--- config.mk ---
export PLATFORM = sky130hd
export DESIGN_NAME = phase_2b_derot
export DESIGN_NICKNAME = d
export VERILOG_FILES = /design/src/rtl/phase_pkg.sv /design/src/rtl/phase_rotl.sv /design/src/rtl/phase_2b_derot.sv
export SDC_FILE = /design/constraint.sdc
export NUM_CORES = 1
export LEC_CHECK = 0
export BUFFER_PORTS_ARGS = -buffer_cell sky130_fd_sc_hd__buf_2
export CELL_PAD_IN_SITES_DETAIL_PLACEMENT = 1
export CELL_PAD_IN_SITES_GLOBAL_PLACEMENT = 2
export CORE_UTILIZATION = 46
export CTS_BUF_LIST = sky130_fd_sc_hd__clkbuf_8 sky130_fd_sc_hd__clkbuf_16
export DETAILED_ROUTE_END_ITERATION = 10
export PLACE_DENSITY = 0.93
export SYNTH_ARGS = -nofsm -noshare
export SYNTH_HDL_FRONTEND = slang
export SYNTH_SLANG_ARGS = --single-unit
--- constraint.sdc ---
create_clock -name clk -period 7.05 [get_ports clk]
set_input_delay 1.0575 -clock clk [delete_from_list [all_inputs] [get_ports clk]]
set_output_delay 1.0575 -clock clk [all_outputs]
set_load 0.02 [all_outputs]
--- src/rtl/phase_pkg.sv ---
// phase_pkg: shared phase width, derotator state encoding and a width-generic rotl golden function
package phase_pkg;
    localparam int K_W = 2;
    localparam int MAX_W = 1024;

    typedef enum logic [1:0] {IDLE, COLLECT, OUTPUT} state_t;

    // rotl over the low w bits of x (w <= MAX_W); bits at and above w return 0
    function automatic logic [MAX_W-1:0] rotl(input logic [MAX_W-1:0] x, input int w, input logic [K_W-1:0] k);
        logic [MAX_W-1:0] r;
        r = '0;
        for (int i = 0; i < MAX_W; i++)
            if (i < w) r[(i + int'(k)) % w] = x[i];
        return r;
    endfunction
endpackage

--- src/rtl/phase_rotl.sv ---
// phase_rotl: combinational left rotate of a W-bit word by a 2-bit amount
//   x : word in, k : rotate amount (0 = identity), y : rotated word
module phase_rotl
    import phase_pkg::*;
#(
    parameter int W = 64
) (
    input  logic [W-1:0]   x,
    input  logic [K_W-1:0] k,
    output logic [W-1:0]   y
);
    assign y = k == 2'd0 ? x
             : k == 2'd1 ? {x[W-2:0], x[W-1]}
             : k == 2'd2 ? {x[W-3:0], x[W-1:W-2]}
             :             {x[W-4:0], x[W-1:W-3]};
endmodule

--- src/rtl/phase_2b_derot.sv ---
// phase_2b_derot: collects a serial phase-rotated frame, rotates it back left by its phase, presents it in parallel
//   clk, rst (async, active high)
//   in_valid/in_ready/in_bit/in_k  : serial beat handshake, in_k sampled on the first beat only
//   out_valid/out_ready/out_bits/out_k : realigned frame handshake and the removed phase
//   out_ones : popcount of out_bits, only when PHASE_2B_DEROT_POPCNT_EN is defined
module phase_2b_derot
    import phase_pkg::*;
#(
    parameter int BITSTREAM = 64
) (
    input  logic                 clk,
    input  logic                 rst,
    input  logic                 in_valid,
    output logic                 in_ready,
    input  logic                 in_bit,
    input  logic [K_W-1:0]       in_k,
    output logic                 out_valid,
    input  logic                 out_ready,
    output logic [BITSTREAM-1:0] out_bits,
    output logic [K_W-1:0]       out_k
`ifdef PHASE_2B_DEROT_POPCNT_EN
    ,
    output logic [$clog2(BITSTREAM+1)-1:0] out_ones
`endif
);
    localparam int CW = $clog2(BITSTREAM);

    state_t               state, state_n;
    logic [CW-1:0]        cnt;
    logic [BITSTREAM-1:0] sr, sr_n, rot;
    logic [K_W-1:0]       k_q;
    logic                 beat, last;

    // the final beat is rotated together with the register contents, so no extra cycle is spent
    assign sr_n = {in_bit, sr[BITSTREAM-1:1]};

    phase_rotl #(.W(BITSTREAM)) u_rotl (.x(sr_n), .k(k_q), .y(rot));

`ifdef PHASE_2B_DEROT_POPCNT_EN
    localparam int OW = $clog2(BITSTREAM+1);
    logic [OW-1:0] ones_n;
    always_comb begin
        ones_n = '0;
        for (int i = 0; i < BITSTREAM; i++)
            ones_n = ones_n + OW'(rot[i]);
    end
`endif

    always_comb begin
        in_ready  = state != OUTPUT;
        out_valid = state == OUTPUT;
        beat      = in_valid && in_ready;
        last      = state == COLLECT && cnt == CW'(BITSTREAM-1);
        state_n   = state;
        if (state == IDLE && beat)
            state_n = COLLECT;
        else if (last && beat)
            state_n = OUTPUT;
        else if (state == OUTPUT && out_ready)
            state_n = IDLE;
    end

    always_ff @(posedge clk or posedge rst) begin
        if (rst) begin
            state    <= IDLE;
            cnt      <= '0;
            sr       <= '0;
            k_q      <= '0;
            out_bits <= '0;
            out_k    <= '0;
`ifdef PHASE_2B_DEROT_POPCNT_EN
            out_ones <= '0;
`endif
        end else begin
            state <= state_n;
            if (beat) begin
                sr <= sr_n;
                if (state == IDLE) begin
                    k_q <= in_k;
                    cnt <= CW'(1);
                end else if (last) begin
                    cnt      <= '0;
                    out_bits <= rot;
                    out_k    <= k_q;
`ifdef PHASE_2B_DEROT_POPCNT_EN
                    out_ones <= ones_n;
`endif
                end else begin
                    cnt <= cnt + CW'(1);
                end
            end
        end
    end
endmodule

Yosys cells after proc, flatten, opt, wreduce, memory -nomap -nowiden
Index checks and enable logic that the tools add are counted.
{"block": "totals", "word_cells": 32, "output_inout_bits": 68, "ff_bits": 140, "input_bits": 7}
{"block": "classes", "eq_ne": 6, "n_addsub": 1, "n_mux": 8, "bitwise_logic": 1, "reduce_logical": 10}
{"operator": "$mux W64", "n": 3}
{"operator": "$mux W6", "n": 2}
{"operator": "$add A6 B1 Y6 const B", "n": 1}
{"operator": "$eq A6 B6 Y1 const B", "n": 1}
{"operator": "$mux W2", "n": 3}
{"operator": "$logic_and A1 B1 Y1", "n": 5}
{"operator": "$eq A2 B1 Y1 const B", "n": 2}
{"operator": "$eq A2 B2 Y1 const B", "n": 2}
{"operator": "$logic_not A2 Y1", "n": 2}
{"operator": "$reduce_and A3 Y1", "n": 1}
{"operator": "$reduce_bool A3 Y1", "n": 1}
{"operator": "$ne A2 B2 Y1 const B", "n": 1}
{"operator": "$reduce_and A2 Y1", "n": 1}
{"operator": "$not A1 Y1", "n": 1}

Depth between registers and ports, before layout
Gate-level depths: netlist of the first run.
{"block": "depth", "depth_word": 5, "depth_mapped": 7, "ltp_nobuf": 4}

By module
From an unflattened synthesis of the first run, not the netlist that was laid out.
{"block": "unflattened", "cells_unflattened": 405, "hier_area_um2": 6949.2}
{"mod": "phase_2b_derot", "area_per_inst_um2": 5326.4, "n_inst": 1, "seq_area_each_um2": 3478.3, "cells_per_inst": 327}
{"mod": "phase_rotl", "area_per_inst_um2": 1622.8, "n_inst": 1, "seq_area_each_um2": 0.0, "cells_per_inst": 78}

Worst setup path after synthesis of the first run
Ideal clock, no wire load.
{"block": "synth_path", "kind": "input to register", "startpoint": "input in_valid", "endpoint": "register out_bits[0]", "stages": 5, "t_arrival_ps": 1988, "t_required_ps": 6925, "path_buffers": 3, "setup_ps": 125, "slack_ps": 4937, "path_cell_list": "buf_2 > and3_4 > buf_12 > buf_12 > mux2_4"}
{"block": "synth_between", "elab_chain_len": 2}
{"element": "from (decl)", "line_no": "phase_2b_derot.sv:13", "rtl": "input logic in_valid,"}
{"element": "$logic_and A1 B1 Y1", "line_no": "phase_2b_derot.sv:52", "rtl": "beat = in_valid && in_ready;"}
{"element": "$reduce_and A3 Y1 (no line)"}
{"element": "to (signal assigned)", "line_no": "phase_2b_derot.sv:83", "rtl": "out_bits <= rot;"}
{"element": "to (decl)", "line_no": "phase_2b_derot.sv:19", "rtl": "output logic [BITSTREAM-1:0] out_bits,"}
No other way between the ends.
A chain may end at the register's enable or synchronous reset.

Final worst setup path of the first run
{"block": "layout_path", "startpoint": "register cnt[0]", "endpoint": "register out_bits[59]"}
{"block": "layout_between", "elab_chain_len": 3}
{"element": "from (decl)", "line_no": "phase_2b_derot.sv:29", "rtl": "logic [CW-1:0] cnt;"}
{"element": "from (signal assigned)", "line_no": "phase_2b_derot.sv:89", "rtl": "cnt <= cnt + CW'(1);"}
{"element": "$eq A6 B6 Y1", "line_no": "phase_2b_derot.sv:53", "rtl": "last = state == COLLECT && cnt == CW'(BITSTREAM-1);"}
{"element": "$logic_and A1 B1 Y1", "line_no": "phase_2b_derot.sv:53"}
{"element": "$reduce_and A3 Y1 (no line)"}
No other way between the ends.

==> results_dict.tcl, run 1 <==
set metrics [dict create \
    p_sw_mw 0.737 \
    path_buf_inv 0 \
    cts.repair.resized 0 \
    min_period_ns 2.55 \
    hp-class "flop to flop" \
    power_density_nw_per_um2 323 \
    dieArea_um2 16000 \
    critPathMaxFanout 65 \
    dieWidth_um 126 \
    finalNetCount 536 \
    p_leak_nw 4.25 \
    critical_path.max_stage_delay_ns 1.00 \
    ys_warn_count 0 \
    power_mw 2.60 \
    antenna_found_initial 0 \
    yosysTopAreaCell "dfrtp_1" \
    ys_async_sr_fraction_pct 100 \
    die_h_um 126 \
    synth_area_um2 7120 \
    clock_latency_ns 0.42 \
    critPathSlowestCell "and3_4" \
    drcViolationCount 0 \
    synth_area_leaders "dfrtp_1, mux2i_1, mux2_4" \
    ios 75 \
    combinationalPowerShare_pct 18.7 \
    synthCells 467 \
    cts_tree "yes" \
    hold_buffers 0 \
    tns_ns 0 \
    cp.required_ns 7.35 \
    grt_usage_pct 18.6 \
    syn_avg_cell_area_um2 15.2 \
    overflow 0 \
    synthToLayoutAreaGrowth_pct 13.4 \
    relSlewSlack_pct 21.1 \
    totalWireLength_mm 13.6 \
    status "finished clean" \
    ys_types 35 \
    place_congestion 0.743 \
    rsz0062_at_grt "false" \
    cts_buffers 17 \
    worstPathCellList "ha_1, and4b_4, and3_4, mux2_2" \
    grt_start_max_net_pins 81 \
    min_period_over_period_pct 36.1 \
    synth_enable_flop_cells 0 \
    drv_cap 0 \
    drtIter0Drc 114 \
    setup_violations 0 \
    ys_top_cells_by_count "dfrtp_1, mux2i_1, mux2_4" \
    cell_internal_pwr_mw 1.87 \
    arrival_ns 2.85 \
    ys_seq_area_share_pct 48.9 \
    core-area_um2 15100 \
    peakVddDrop_v 0.000291 \
    fin_skew_ns 0.00703 \
    synth.net_count 475 \
    path_delay_family "simple AND/OR/NAND/NOR gates" \
    cts_htree_levels 4 \
    grt_pass1_vias 4336 \
    synth_top_flop_cell "dfrtp_1" \
    max_freq_mhz 393 \
    layout-drive-gt1-share_pct 45.3 \
    dp.final_hpwl_mm 8.41 \
    grt_pass1_wl_mm 23.3 \
    worstMarginPinSlew_ns 1.18 \
    sequentialPowerShare_pct 43.3 \
    cts.sink_count 139 \
    endpoint_kind "flop" \
    rows 45 \
    via_per_inst 5.40 \
    cts_setup_buffers 0 \
    yosysMostFrequentCell "dfrtp_1" \
    cp-start-kind "flop" \
    clkTransAtPathRegs_ns 0.06 \
    vias 3933 \
    port_buffers 74 \
    drt_first_pass_iters 6 \
    slew_violations 0 \
    wl_per_cell_um 18.7 \
    num_antenna_cells 0 \
    pwr-share-clk_pct 37.9 \
    critical_path_class "flop to flop" \
    clockBufferDepth 2 \
    start_util_pct 47.0 \
    synth_top_area_share_pct 48.9 \
    finalHoldViolCount 0 \
    ys_seq_elements 139 \
    swShare_pct 28.3 \
    clock-root-buffer "clkbuf_16" \
    antenna_left 0 \
]
==> cell type report <==
cell class | instances | area, um2
multi-input combinational | 292 | 3300
tap | 188 | 235
clock inverter | 12 | 194
fill | 1463 | 7070
inverter | 3 | 16.3
timing repair buffer | 75 | 378
sequential | 139 | 3490
clock buffer | 20 | 467
==> worst paths after layout <==
kind,from,end,slack (ns),cells past startpoint
max reg2reg,cnt[0],out_bits[59],4.50,4
max,cnt[0],out_bits[59],4.50,4
max in group asynchronous,rst,k_q[1],4.82,3
min,out_bits[26],out_bits[26],0.50,1
min in group asynchronous,rst,out_bits[22],0.70,2
min reg2reg,out_bits[26],out_bits[26],0.50,1
==> cells in the final DEF, fill, tap and decap left out, types with 2 or more instances in the layout <==
master / n
a21o_1: 2
buf_2: 74
bufinv_16: 5
clkbuf_16: 17
clkbuf_8: 3
clkinv_2: 2
clkinvlp_4: 4
dfrtp_1: 137
dfrtp_4: 2
inv_1: 3
mux2_2: 53
mux2_4: 79
mux2i_1: 128
nand2_1: 3
nand2b_1: 2
nand3_1: 3
nor2b_1: 2
==> cells by family (layout without fill, tap and decap cells) <==
| logic type | Yosys count | count (layout) | synth area share [%] |
|---|---|---|---|
| flops | 139 | 139 | 48.9 |
| mux | 260 | 260 | 43.0 |
| fa+ha+maj | 1 | 1 | 0.176 |
| buf+inv | 36 | 110 | 4.80 |
| simple gates | 20 | 20 | 1.90 |
| compound gates | 11 | 11 | 1.23 |
==> flip-flops by register name, indices dropped and copies added (netlist names) <==
register	flops
k_q	2
out_bits	64
cnt	6
out_k	2
state	2
sr	63
==> stage by stage <==
| step | hold slack, ns | util [%] | cell area [um2] | setup slack [ns] | cells |
|---|---|---|---|---|---|
| 2_1_floorplan | 0.501 | - | 7120 | 2.27 | 467 |
| 3_3_place_gp | 0.488 | 49.0 | 7410 | 4.27 | 697 |
| 3_5_place_dp | 0.495 | 49.0 | 7410 | 4.18 | 697 |
| 4_1_cts | 0.512 | 53.3 | 8080 | 4.51 | 729 |
| 5_1_grt | 0.518 | 53.3 | 8080 | 4.37 | 729 |
| 6_report | 0.505 | 53.3 | 8080 | 4.50 | 729 |
==> power by group through the flow <==
stage | sequential (mW) | clock [mW] | combinational [mW]
final | 1.13 | 0.988 | 0.488
after global placement | 1.12 | 0 | 0.467
after global routing | 1.15 | 1.04 | 0.533
after detailed placement | 1.14 | 0 | 0.491
after CTS | 1.13 | 1.00 | 0.495
after floorplan | 0.964 | 0 | 0.556
==> metal layers <==
metal | GRT usage [%] | vias up | routed length (um)
met5 | 0 | - | 0
met4 | 6.95 | 0 | 230
met3 | 4.13 | 17 | 402
met2 | 30.0 | 60 | 6640
met1 | 24.7 | 2029 | 6340
li1 | - | 1827 | -
No activity file was read; power rests on OpenSTA's default activity.
==> run 2, diff against run 1 <==
CORE_UTILIZATION = 43   (was 46)
PLACE_DENSITY = 0.88   (was 0.93)
clock period = 2.35 ns   (was 7.05 ns; I/O delays follow)
==> run 2 against run 1 <==
Count of clock-buffer cells in the layout decreased by 2. Largest power group unchanged. First-iteration DRC count increased by 62%. Critical path depth increased by 1. Critical path type unchanged.
==> results_dict.tcl, run 2 (same netlist as run 1, synthesis figures left out) <==
set metrics [dict create \
    path_buf_inv 1 \
    clock_latency_ns 0.42 \
    top_regs "out_bits x64, sr x63, cnt x6" \
    stdcell_area_um2 8200 \
    critPathMaxFanout 38 \
    r2r_slack_ns 0.38 \
    slew_violations 0 \
    antenna_left 0 \
    dp.final_hpwl_mm 8.87 \
    rsz0062_at_grt "false" \
    power_mw 7.69 \
    cp.required_ns 2.66 \
    overflow 0 \
    hold_buffers 0 \
    cts_tree "yes" \
    die_h_um 131 \
    clock-root-buffer "clkbuf_16" \
    min_period_ns 1.97 \
    cp-start-kind "flop" \
    num_antenna_cells 0 \
    hp-class "primary input to asynchronous set/reset pin" \
    critical_path_class "flop to flop" \
    wl_per_cell_um 18.8 \
    cts_setup_buffers 0 \
    max_freq_mhz 508 \
    min_period_over_period_pct 83.8 \
    peakVddDrop_v 0.000619 \
    critPathSlowestCell "dfrtp_1" \
    antenna_found_initial 0 \
    p_leak_nw 4.29 \
    vias 3996 \
    ios 75 \
    multi_input_area_um2 3300 \
    tns_ns 0 \
    cts_buffers 17 \
    drv_cap 0 \
    totalWireLength_mm 14.3 \
    layout_common_cells "dfrtp_1, mux2i_1, mux2_4" \
    synthToLayoutAreaGrowth_pct 15.2 \
    relSlewSlack_pct 59.4 \
    largest_reg_flops 64 \
    grt_usage_pct 18.7 \
    endpoint_kind "flop" \
    r2r_cells 5 \
    port_buffers 74 \
    drtIter0Drc 185 \
    dp_cells 732 \
    via_per_inst 5.24 \
    core-area_um2 16000 \
    arrival_ns 2.28 \
    status "finished clean" \
    power_density_nw_per_um2 938 \
    setup_violations 0 \
    grt_pass1_wl_mm 24.1 \
    final.fill_count 1622 \
    regMostFlops "out_bits" \
    rows 46 \
    final_cells 763 \
    fin_skew_ns 0.00966 \
    cts.sink_count 139 \
    dieArea_um2 17100 \
    worstMarginPinSlew_ns 0.609 \
    finalWorstSetupSlack_ns 0.380 \
    place_congestion 0.690 \
    layout.area.seq_um2 3490 \
    dieWidth_um 131 \
    finalNetCount 543 \
    cts_htree_levels 4 \
    grt_pass1_vias 4461 \
    path_delay_family "simple AND/OR/NAND/NOR gates" \
    clockBufferDepth 2 \
    grt_start_max_net_pins 84 \
    mostFrequentLayoutCell "dfrtp_1" \
    start_util_pct 44.5 \
    r2r-start "cnt[0]" \
    timing.rr.end "out_bits[57]" \
    worstPathCellList "ha_1, and4b_4, and3_4, buf_12, mux2_2" \
    place_area_um2 7590 \
    clkTransAtPathRegs_ns 0.06 \
    finalHoldViolCount 0 \
    drcViolationCount 0 \
    critical_path.max_stage_delay_ns 0.40 \
    place_ws_ns 0.397 \
    cts.repair.resized 0 \
    drt_first_pass_iters 4 \
    layout-drive-gt1-share_pct 45.9 \
]
-- run 2: changes by cell type in the layout (fill, tap and decap cells not counted), sizes merged --
cell      before  now
clkinvlp       4    6
buf           75   82
clkbuf        20   18
inv            4    3
clkinv         2    3
bufinv         5    4
-- run 2: cell type report --
cell class	count	area share (%)
Sequential cell	139	42.5
Tap cell	216	3.29
Clock inverter	13	2.15
Inverter	3	0.183
Clock buffer	18	5.35
Multi-Input combinational cell	292	40.2
Timing Repair Buffer	82	6.31
-- run 2: routing by layer --
layer  vias to the layer above  part of all wire (%)  GRT usage (%)  wire length (um)
li1                       1838                     -              -                 -
met2                        62                    49           30.1              7080
met3                        13                   3.0           4.52               424
met1                      2083                    46           24.3              6610
met5                         -                     0              0                 0
met4                         0                   1.4           7.17               200
-- run 2: worst max-delay path by stage --
stage | startpoint | end | cells past startpoint
2_1_floorplan | rst | cnt[0] | 1
3_3_place_gp | cnt[0] | out_bits[56] | 5
3_5_place_dp | cnt[0] | out_bits[57] | 5
4_1_cts | k_q[1] | out_bits[41] | 4
5_1_grt | k_q[1] | out_bits[41] | 4
6_report | cnt[0] | out_bits[57] | 5
-- run 2: power by group --
| group | internal (mW) | leakage, nW | total (mW) | switching [mW] |
|---|---|---|---|---|
| Combinational | 1.01 | 2.12 | 1.73 | 0.727 |
| Sequential | 2.66 | 1.87 | 3.15 | 0.487 |
| Clock | 1.78 | 0.291 | 2.81 | 1.02 |
-- run 2: stage by stage --
stage          utilization (%)  hold WS (ns)
2_1_floorplan                -         0.501
3_3_place_gp              47.4         0.493
3_5_place_dp              47.4         0.492
4_1_cts                   51.3        0.0564
5_1_grt                   51.3        0.0638
6_report                  51.3        0.0445
-- run 2: worst register-to-register path, stage by stage, from the launching register on --
cell	delay, ns
dfrtp_1	0.40
ha_1	0.24
and4b_4	0.29
and3_4	0.23
buf_12	0.27
mux2_2	0.42
==> run 3, diff against run 2 <==
clock period = 1.9 ns   (was 2.35 ns; I/O delays follow)
==> run 3 against run 2 <==
Sequential share of layout area is 1.3 points lower. Wire length grew 5.4%. Register-to-register slack got worse by 0.31 ns. Clock power up 22%. First-iteration DRC count up 36%. Die area unchanged. Worst setup slack worse by 0.31 ns. Fmax grew 7.4%. Largest cell class unchanged. Highest routed layer unchanged.
==> results_dict.tcl, run 3 (same netlist as run 1, synthesis figures left out) <==
set metrics [dict create \
    finalWorstSetupSlack_ns 0.0666 \
    swShare_pct 29.0 \
    clkTransAtPathRegs_ns 0.06 \
    endpoint_kind "flop" \
    start_util_pct 44.5 \
    critPathMaxFanout 11 \
    layout.area.seq_um2 3490 \
    pwr-share-clk_pct 35.7 \
    finalNetCount 563 \
    stdcell_area_um2 8460 \
    antenna_found_initial 0 \
    clock-root-buffer "clkbuf_16" \
    via_per_inst 5.24 \
    port_buffers 74 \
    relSlewSlack_pct 51.7 \
    layout-drive-gt1-share_pct 46.8 \
    drv_cap 0 \
    cts_buffers 17 \
    cts_tree "yes" \
    drtIter0Drc 252 \
    r2r-start "cnt[0]" \
    p_sw_mw 2.78 \
    cts.sink_count 139 \
    totalWireLength_mm 15.1 \
    critical_path.max_stage_delay_ns 0.38 \
    critPathSlowestCell "dfrtp_1" \
    layout_common_cells "dfrtp_1, mux2i_1, mux2_4" \
    finalHoldViolCount 0 \
    largest_reg_flops 64 \
    hp-start "in_k[0]" \
    critical_path_class "flop to flop" \
    die_h_um 131 \
    cell_internal_pwr_mw 6.80 \
    final_cells 784 \
    cts_htree_levels 4 \
    drcViolationCount 0 \
    clockBufferDepth 2 \
    grt_start_max_net_pins 77 \
    ios 75 \
    synthToLayoutAreaGrowth_pct 18.8 \
    cp-start-kind "flop" \
    min_period_over_period_pct 96.5 \
    place_ws_ns 0.0550 \
    dp.final_hpwl_mm 9.03 \
    antenna_left 0 \
    regMostFlops "out_bits" \
    worstPathCellList "ha_1, and4b_4, and3_4, buf_12, buf_12, mux2_2" \
    min_period_ns 1.83 \
    timing.rr.end "out_bits[57]" \
    slew_violations 0 \
    worstMarginPinSlew_ns 0.725 \
    hp-class "primary input to flop" \
    core-area_um2 16000 \
    final.fill_count 1598 \
    sequentialPowerShare_pct 38.6 \
    fin_util_pct 52.9 \
    fin_hold_ws_ns 0.0997 \
    combinationalPowerShare_pct 25.6 \
    p_leak_nw 4.44 \
    r2r_slack_ns 0.07 \
    wl_per_cell_um 19.3 \
    num_antenna_cells 0 \
    place_congestion 0.696 \
    top_regs "out_bits x64, sr x63, cnt x6" \
    grt_usage_pct 18.6 \
    setup_violations 0 \
    arrival_ns 2.13 \
    dieWidth_um 131 \
    cpMostUsedCell "buf_12" \
    rsz0062_at_grt "false" \
    drt_first_pass_iters 4 \
    peakVddDrop_v 0.000712 \
    r2r_cells 6 \
    vias 4107 \
    cp.required_ns 2.20 \
    min_to "k_q[0]" \
    dp_cells 739 \
    rows 46 \
    status "finished clean" \
    grt_pass1_wl_mm 24.3 \
    multi_input_area_um2 3300 \
    mostFrequentLayoutCell "dfrtp_1" \
    max_freq_mhz 545 \
    grt_pass1_vias 4516 \
    overflow 0 \
    power_density_nw_per_um2 1130 \
    clock_latency_ns 0.42 \
    holdPathStages 2 \
    fin_skew_ns 0.0124 \
    place_area_um2 7670 \
    dieArea_um2 17100 \
]
[run 3: cell count changes in the layout (fill, tap and decap cells not counted)]
cell           delta
dlygate4sd3_1     +1
clkbuf_16         +3
buf_4             +9
buf_12            +4
buf_6             +3
clkinvlp_4        -4
inv_1             +5
[run 3: how the worst max path moves through the flow]
stage	from	endpoint	slack [ns]	cells after the start
3_3_place_gp	cnt[0]	out_bits[58]	0.14	5
2_1_floorplan	rst	cnt[0]	-0.12	1
4_1_cts	cnt[0]	out_bits[60]	0.03	5
5_1_grt	cnt[0]	out_bits[51]	0.01	6
3_5_place_dp	cnt[0]	out_bits[57]	0.05	5
6_report	cnt[0]	out_bits[57]	0.07	6
[run 3: stage by stage]
step	power (mW)	TNS, ns
floorplan	5.64	-16.70
global placement	5.99	0
detailed placement	6.12	0
CTS	9.62	0
global route	10.0	0
finish	9.58	0
[run 3: repair_timing]
action / in CTS / in global routing
endpoints found under the setup margin: 0 / 26
buffers inserted: 0 / 7
hold buffers: 1 / 0
endpoints found under the hold margin: 17 / 0
gates resized for setup: 0 / 1
[run 3: layer usage]
metal	GRT usage (%)	part of all wire, %	up-vias
met3	5.17	2.7	17
met4	5.95	1.3	0
met5	0	0	-
li1	-	-	1870
met2	30.4	50	68
met1	24.0	46	2152
[run 3: critical path, delay by kind of cell (launching register included)]
kind / cells / cell delay [ns]
AND/OR/NAND/NOR: 2 / 0.52
flip-flops: 1 / 0.38
multiplexers: 1 / 0.34
buffers and inverters: 2 / 0.28
adder cells (fa/ha/maj): 1 / 0.19
[run 3: cell type report]
cell class / count / area share [%]
multi-input combinational: 292 / 39.0
sequential: 139 / 41.2
clock inverter: 14 / 1.95
tap: 216 / 3.19
clock buffer: 18 / 5.19
timing repair buffer: 102 / 9.27
inverter: 3 / 0.177
[run 3: power groups by stage]
stage	Sequential, mW	Clock (mW)	Combinational, mW
global route	3.74	3.61	2.68
finish	3.70	3.42	2.46
global placement	3.68	0	2.31
CTS	3.69	3.49	2.43
detailed placement	3.73	0	2.39
floorplan	3.58	0	2.06
